==> src/rtl/cpu_tb_pkg.sv <==
// Shared definitions for the CPU stimulus sequencer: FSM encoding and default sizing.
package cpu_tb_pkg;

  typedef enum logic [2:0] {
    IDLE  = 3'd0,
    HOLD  = 3'd1,
    ISSUE = 3'd2,
    DRAIN = 3'd3,
    DONE  = 3'd4
  } state_t;

  localparam int DEF_DATA_W     = 32;
  localparam int DEF_DEPTH      = 16;
  localparam int DEF_RST_CYCLES = 10;
  localparam int DEF_TIMEOUT    = 1024;

endpackage

==> src/rtl/stim_rom_ram.sv <==
// Program store: one synchronous write port, one asynchronous read port.
// Contents are deliberately left unreset so a program survives rst_n.
module stim_rom_ram #(
  parameter int DATA_W = 32,
  parameter int DEPTH  = 16,
  parameter int AW     = $clog2(DEPTH)
) (
  input  logic              clk,
  input  logic              we,
  input  logic [AW-1:0]     waddr,
  input  logic [DATA_W-1:0] wdata,
  input  logic [AW-1:0]     raddr,
  output logic [DATA_W-1:0] rdata
);

  logic [DATA_W-1:0] mem [DEPTH];

  always_ff @(posedge clk) begin
    if (we) mem[waddr] <= wdata;
  end

  assign rdata = mem[raddr];

endmodule

==> src/rtl/cpu_stim_seq.sv <==
// Stimulus sequencer: holds a core in reset, streams a stored program to it,
// checksums the returned results and reports pass/timeout.
module cpu_stim_seq
  import cpu_tb_pkg::*;
#(
  parameter int DATA_W     = DEF_DATA_W,
  parameter int DEPTH      = DEF_DEPTH,
  parameter int RST_CYCLES = DEF_RST_CYCLES,
  parameter int TIMEOUT    = DEF_TIMEOUT,
  localparam int AW        = $clog2(DEPTH)
) (
  input  logic              clk,
  input  logic              rst_n,
  input  logic              load_en,
  input  logic [AW-1:0]     load_addr,
  input  logic [DATA_W-1:0] load_data,
  input  logic              start,
  input  logic [AW:0]       prog_len,
  input  logic [DATA_W-1:0] exp_sum,
  output logic              uut_rst_n,
  output logic              instr_valid,
  input  logic              instr_ready,
  output logic [DATA_W-1:0] instr_data,
  input  logic              res_valid,
  input  logic [DATA_W-1:0] res_data,
  output logic              busy,
  output logic              done,
  output logic              pass,
  output logic              timeout,
  output logic [31:0]       cycle_cnt
);

  state_t            state, state_nxt;
  logic [AW:0]       len_q, res_cnt, len_in, cnt_acc;
  logic [AW-1:0]     issue_idx;
  logic [DATA_W-1:0] exp_q, sum_q, sum_acc;
  logic [31:0]       hold_cnt, wdog, wdog_inc;
  logic              pass_q, timeout_q;
  logic              start_ok, xfer, counting, wdog_exp, fin_ok, fin_to;

  stim_rom_ram #(.DATA_W(DATA_W), .DEPTH(DEPTH), .AW(AW)) u_store (
    .clk   (clk),
    .we    (load_en && (state == IDLE)),
    .waddr (load_addr),
    .wdata (load_data),
    .raddr (issue_idx),
    .rdata (instr_data)
  );

  always_ff @(posedge clk or negedge rst_n) begin
    if (!rst_n) state <= IDLE;
    else        state <= state_nxt;
  end

  // A result that completes the run in the same cycle the watchdog expires wins.
  always_comb begin
    state_nxt   = state;
    uut_rst_n   = 1'b0;
    instr_valid = 1'b0;
    busy        = 1'b0;
    done        = 1'b0;
    xfer        = 1'b0;
    fin_ok      = 1'b0;
    fin_to      = 1'b0;
    start_ok    = start && ((state == IDLE) || (state == DONE));
    counting    = (state == HOLD) || (state == ISSUE) || (state == DRAIN);
    len_in      = ((prog_len == '0) || (prog_len > (AW+1)'(DEPTH))) ? (AW+1)'(DEPTH) : prog_len;
    sum_acc     = res_valid ? (sum_q + res_data) : sum_q;
    cnt_acc     = res_valid ? (res_cnt + 1'b1) : res_cnt;
    wdog_inc    = wdog + 32'd1;
    wdog_exp    = 1'b0;
    case (state)
      IDLE: begin
        if (start_ok) state_nxt = HOLD;
      end
      HOLD: begin
        busy = 1'b1;
        if (hold_cnt == 32'(RST_CYCLES - 1)) state_nxt = ISSUE;
      end
      ISSUE: begin
        busy        = 1'b1;
        uut_rst_n   = 1'b1;
        instr_valid = 1'b1;
        xfer        = instr_ready;
        wdog_exp    = !xfer && !res_valid && (wdog_inc == 32'(TIMEOUT));
        if (xfer && ({1'b0, issue_idx} == len_q - 1'b1)) begin
          state_nxt = DRAIN;
        end else if (wdog_exp) begin
          state_nxt = DONE;
          fin_to    = 1'b1;
        end
      end
      DRAIN: begin
        busy      = 1'b1;
        uut_rst_n = 1'b1;
        wdog_exp  = !res_valid && (wdog_inc == 32'(TIMEOUT));
        if (cnt_acc >= len_q) begin
          state_nxt = DONE;
          fin_ok    = 1'b1;
        end else if (wdog_exp) begin
          state_nxt = DONE;
          fin_to    = 1'b1;
        end
      end
      DONE: begin
        uut_rst_n = 1'b1;
        done      = 1'b1;
        if (start_ok) state_nxt = HOLD;
      end
      default: state_nxt = IDLE;
    endcase
  end

  // Run datapath: counters, checksum, watchdog and latched verdict.
  always_ff @(posedge clk or negedge rst_n) begin
    if (!rst_n) begin
      len_q     <= '0;
      exp_q     <= '0;
      sum_q     <= '0;
      res_cnt   <= '0;
      issue_idx <= '0;
      hold_cnt  <= '0;
      wdog      <= '0;
      cycle_cnt <= '0;
      pass_q    <= 1'b0;
      timeout_q <= 1'b0;
    end else if (start_ok) begin
      len_q     <= len_in;
      exp_q     <= exp_sum;
      sum_q     <= '0;
      res_cnt   <= '0;
      issue_idx <= '0;
      hold_cnt  <= '0;
      wdog      <= '0;
      cycle_cnt <= '0;
      pass_q    <= 1'b0;
      timeout_q <= 1'b0;
    end else begin
      if (state == HOLD) hold_cnt <= hold_cnt + 32'd1;
      if (counting && res_valid) begin
        sum_q   <= sum_acc;
        res_cnt <= cnt_acc;
      end
      if (xfer) issue_idx <= issue_idx + 1'b1;
      if ((state == ISSUE) || (state == DRAIN)) begin
        wdog <= (xfer || res_valid) ? 32'd0 : wdog_inc;
      end
      if (uut_rst_n && (state != DONE) && (cycle_cnt != '1)) begin
        cycle_cnt <= cycle_cnt + 32'd1;
      end
      if (fin_ok) begin
        pass_q    <= (sum_acc == exp_q);
        timeout_q <= 1'b0;
      end else if (fin_to) begin
        pass_q    <= 1'b0;
        timeout_q <= 1'b1;
      end
    end
  end

  assign pass    = pass_q;
  assign timeout = timeout_q;

endmodule

==> config.mk <==
export PLATFORM = sky130hd
export DESIGN_NAME = cpu_stim_seq
export DESIGN_NICKNAME = d
export VERILOG_FILES = /design/src/rtl/cpu_tb_pkg.sv /design/src/rtl/stim_rom_ram.sv /design/src/rtl/cpu_stim_seq.sv
export SDC_FILE = /design/constraint.sdc
export NUM_CORES = 1
export LEC_CHECK = 0
export CORE_ASPECT_RATIO = 1.5
export CORE_MARGIN = 4
export CORE_UTILIZATION = 50
export CTS_CLUSTER_SIZE = 14
export DETAILED_ROUTE_END_ITERATION = 10
export PLACE_DENSITY = 0.81
export SLEW_MARGIN = 20
export SYNTH_ARGS = -nofsm -noshare
export SYNTH_HDL_FRONTEND = slang
export SYNTH_HIERARCHICAL = 1
export SYNTH_SLANG_ARGS = --single-unit
==> constraint.sdc <==
create_clock -name clk -period 8.1 [get_ports clk]
set_input_delay 1.215 -clock clk [delete_from_list [all_inputs] [get_ports clk]]
set_output_delay 1.215 -clock clk [all_outputs]
set_load 0.01 [all_outputs]
=== Yosys cells after proc, flatten, opt, wreduce, memory -nomap -nowiden ===
Memory sizes are Yosys's and may differ from the RTL's.
Index checks and enable logic that the tools add are counted.

* Flip-flop bits (word level): 179
* Memories: 1
* Output and inout bits: 70
* RAM bits: 512
* Input bits: 111

{| class="wikitable"
|+ Memory list
! memory !! depth !! bits a word !! rd ports !! clocked after Yosys merged registers in !! write ports !! line !! RTL
|-
| u_store.mem || 16 || 32 || 1 || 0 || 1 || stim_rom_ram.sv:16 || <nowiki>logic [DATA_W-1:0] mem [DEPTH];</nowiki>
|}

* Magnitude comparators: 2
* Add/subtract/negate cells: 7
* Mux-type cells: 43
* Equality and inequality tests: 14
* Reduce and logical (&&, ||, !) cells: 29

{| class="wikitable"
|+ Operators with widths
! cell !! number
|-
| 32-bit 2-to-1 mux || 10
|-
| 32-bit by 1-bit adder with 32-bit output, second input constant || 3
|-
| 32-bit adder || 1
|-
| 32-bit by 11-bit == test with 1-bit output, second input constant || 1
|-
| 32-bit == test || 1
|-
| 32-bit by 4-bit == test with 1-bit output, second input constant || 1
|-
| 32-bit inequality test, second input constant || 1
|-
| 5-bit 2-to-1 mux || 4
|-
| 1-bit 2-to-1 mux || 19
|-
| 3-bit 2-to-1 mux || 6
|-
| 3-bit case mux with 4 select lines || 1
|-
| 2-bit nonzero test || 5
|-
| 1-bit logical AND || 9
|-
| 4-bit 2-to-1 mux || 2
|-
| 3-bit by 2-bit == test with 1-bit output, second input constant || 2
|-
| 1-bit logical OR || 6
|-
| 3-bit by 1-bit inequality test with 1-bit output, second input constant || 2
|-
| 3-bit OR reduction || 2
|-
| 5-bit by 1-bit adder with 5-bit output, second input constant || 1
|-
| 4-bit by 5-bit == test with 1-bit output || 1
|-
| 5-bit >= comparator || 1
|-
| 5-bit greater-than comparator, second input constant || 1
|-
| 5-bit zero test || 1
|-
| 5-bit by 1-bit subtractor with 5-bit output, second input constant || 1
|-
| 11 further kinds || 13
|}

=== Depth between registers and ports, before layout ===
* Depth after elaboration: 9
* Mapped depth: 16

=== Hierarchy ===
The synthesis kept the hierarchy.

{| class="wikitable"
|+ Modules (own cells, without submodules)
! module !! sequential area each (um2) !! cells each !! instances !! area an instance (um2)
|-
| stim_rom_ram || 15,374.7 || 806 || 1 || 19,194.7
|-
| cpu_stim_seq || 4,479.3 || 1,424 || 1 || 11,900.2
|}

=== Least setup slack after synthesis ===
No wires, ideal clock.

* Kind: input-to-reg
* From: in load_en
* To: mem u_store.mem[0][0], enable pin
* Setup slack: 3.284 ns
* Arrival time: 4.355 ns
* Cell stages on the path: 3
* Required time: 7.639 ns
* Setup time: 0.461 ns
* Cells stage by stage: nor4b_1 > or3b_2 > nor3_1

* Cells in the longest elaborated chain, start to end: 3

{| class="wikitable"
|+ Ends and longest elaborated chain
! item !! line !! RTL
|-
| start, declared || cpu_stim_seq.sv:14 || <nowiki>input logic load_en,</nowiki>
|-
| 1-bit logical AND || cpu_stim_seq.sv:43 || <nowiki>.we (load_en && (state == IDLE)),</nowiki>
|-
| 1-bit 2-to-1 mux || stim_rom_ram.sv:19 || <nowiki>if (we) mem[waddr] <= wdata;</nowiki>
|-
| 1-bit 2-to-1 mux (not written as such) || stim_rom_ram.sv:19 ||
|-
| end, declared || stim_rom_ram.sv:16 ||
|}

Every way passes these cells.

=== Worst setup path in the final report ===
* From: reg issue_idx[1]
* To: out instr_data[9]

* Cells in the longest elaborated chain, start to end: 1

{| class="wikitable"
|+ Ends and longest elaborated chain
! item !! line !! RTL
|-
| start, declared || cpu_stim_seq.sv:35 || <nowiki>logic [AW-1:0] issue_idx;</nowiki>
|-
| start signal, assigned || cpu_stim_seq.sv:144 || <nowiki>if (xfer) issue_idx <= issue_idx + 1'b1;</nowiki>
|-
| memory read 16 x 32 bit || - ||
|-
| end, declared || cpu_stim_seq.sv:23 || <nowiki>output logic [DATA_W-1:0] instr_data,</nowiki>
|}

Every way passes these cells.

==> flow_metrics.tcl <==
set metrics [dict create \
    fp.dieW_um 212 \
    synthFlopType "edfxtp_1" \
    post_synth_main_area_contributors "edfxtp_1 (49%), dfrtp_1 (14%), mux4_2 (9.3%)" \
    layout_min_cycle_time_ns 5.23 \
    worstMarginPinSlew_ns 1.17 \
    path_class "reg2out" \
    gp_congestion 0.945 \
    cts.path.max_buffers 3 \
    area_growth_syn_to_layout_pct 15.7 \
    hold_viol_final 0 \
    path_clk_slew_ns 0.06 \
    routed_wl_um 81100 \
    clock.fmax_mhz 191 \
    clock_latency_ns 0.61 \
    viasPerCell 6.21 \
    via_count 20100 \
    max-slew-margin-rel_pct 22.0 \
    maxCapViolCount 0 \
    ant_nets 0 \
    antenna_found_initial 2 \
    io_buffers 180 \
    drt_iter0_drc 1633 \
    ys_seq_elements 691 \
    cts_buffers 67 \
    yosys.area.top_type "edfxtp_1" \
    setup_viol 0 \
    syn-num-nets 2386 \
    skew_ns 0.0239 \
    wl_per_cell_um 25.1 \
    worstPathRequired_ns 6.88 \
    start_kind "register" \
    cts_tree "built" \
    num_io_pins 181 \
    num_rows 111 \
    cts_resized 0 \
    fillers 4651 \
    initial_utilization_pct 50.7 \
    finalMaxSlewViolations 0 \
    yosys_warnings 6 \
    finalCritPeriodShare_pct 64.6 \
    cts-htree-levels 3 \
    drive_gt1_share_pct 12.5 \
    hp-class "reg2reg" \
    nets 2553 \
    status "completed" \
    post_cts_buffers 0 \
    reg2reg_slack_ns 4.07 \
    irDropWorstVdd_v 0.000267 \
    hpwl_um 51300 \
    dp_cells 3117 \
    leakagePower_nw 12.6 \
    cp_max_fo 69 \
    die-height_um 313 \
    p_per_area_mw_per_mm2 327 \
    synth_edf_count 512 \
    grtUsageTotal_pct 24.3 \
    synthCells 2230 \
    grt-ovfl-total 0 \
    grt_max_degree 94 \
    cts-root-buf "clkbuf_16" \
    fin_area_mm2 0.0360 \
    rsz0062_at_grt "false" \
    cts_hold_buf 0 \
    endpoint_kind "primary output" \
    async_reset_ff_share_pct 25.9 \
    first_pass_iters 7 \
    synth_commonest_cells "edfxtp_1 (512), nand2_1 (256), dfrtp_1 (179)" \
    syn-cell-area_mm2 0.0311 \
    yosysMostFrequentCell "edfxtp_1" \
    arrival_ns 4.02 \
    cts_sinks 691 \
    ys_seq_area_share_pct 63.8 \
    fin_cells 3233 \
    syn_area_per_cell_um2 13.9 \
    tns_ns 0 \
    netlist.area_leader.share_pct 49.4 \
    drc 0 \
    dpl_cell_area_mm2 0.0338 \
    design.die.area_mm2 0.0663 \
    ys_types 87 \
    grt_pass1_vias 20600 \
    fp.coreArea_mm2 0.0614 \
    grt_pass1_wl_um 124000 \
]
==> worst max-delay path, cell delays in order, from the launching register on <==
cell	delay, ns
dfrtp_4	1.07
buf_4	0.84
mux4_2	0.44
a22oi_1	0.34
nand2_1	0.11
clkdlybuf4s50_1	0.51
==> registers in the layout (all words and copies together) (netlist names) <==
| register | flops |
|---|---|
| cycle_cnt | 32 |
| exp_q | 32 |
| hold_cnt | 32 |
| issue_idx | 4 |
| len_q | 5 |
| pass | 1 |
| res_cnt | 5 |
| state | 3 |
| sum_q | 32 |
| timeout | 1 |
| u_store/mem | 512 |
| wdog | 32 |
==> cells in the final DEF (no fill, tap or decap), types with 17 or more instances in the layout <==
master           instances
and3_1                  26
clkdlybuf4s50_1        179
mux4_2                 128
nand2_1                254
nand4_1                 39
xor2_1                  74
nor3_1                  28
ha_1                    44
or3_1                   17
edfxtp_1               512
nor2_1                 115
dfrtp_1                177
a21o_1                  20
buf_4                   30
inv_1                   27
o21ai_0                112
a22oi_1                 66
a31oi_1                 17
nand3_1                 82
a21oi_1                 71
clkbuf_16               69
xnor2_1                 83
==> area by class of cell <==
cell class	instances	area, um2	area share [%]
Timing Repair Buffer	213	2100	5.85
Clock inverter	29	314	0.873
Clock buffer	84	1800	5.01
Multi-Input combinational cell	1397	10800	30.0
Tap cell	791	990	2.75
Sequential cell	691	19900	55.2
Inverter	27	101	0.282
Antenna cell	1	2.50	0.00696
==> logic make-up (layout without fill, tap and decap cells) <==
kind of cell,after synthesis,in the layout,synth area share [%]
fa+ha+maj,45,45,1.83
simple gates,680,680,10.6
other cells,0,1,0
flops,691,691,63.9
xor+xnor,158,158,4.50
mux,138,138,9.61
compound gates,376,376,7.69
buf+inv,142,353,1.92
==> power breakdown <==
group | total (mW) | switching, mW | internal (mW)
Sequential | 4.58 | 0.462 | 4.12
Combinational | 4.13 | 2.30 | 1.82
Clock | 3.03 | 1.36 | 1.67
==> path summary, 6_finish.rpt <==
| check | end | startpoint | cells after the start |
|---|---|---|---|
| hold reg to reg | exp_q[4] | exp_q[4] | 2 |
| hold / removal | exp_q[4] | exp_q[4] | 2 |
| setup reg to reg | timeout | wdog[1] | 11 |
| setup / recovery | instr_data[9] | issue_idx[1] | 5 |
| min in group asynchronous | exp_q[18] | rst_n | 1 |
| max in group asynchronous | cycle_cnt[26] | rst_n | 2 |
==> stage by stage <==
step | utilization [%] | worst slack (ns) | hold WS (ns) | total power, mW
after floorplan | - | 3.28 | 0.465 | 7.21
after global placement | 55.0 | 3.10 | 0.486 | 8.63
after detailed placement | 55.0 | 3.09 | 0.494 | 8.70
after CTS | 58.5 | 2.84 | 0.507 | 11.8
after global routing | 58.6 | 2.70 | 0.515 | 12.3
final | 58.6 | 2.87 | 0.503 | 11.7
==> routing by layer <==
layer / track usage [%] / wire length [um]
met1: 29.3 / 29000
met2: 43.5 / 43400
met3: 4.01 / 5650
met4: 9.42 / 3040
met5: 0 / 13
No activity file was read; power rests on OpenSTA's default activity.
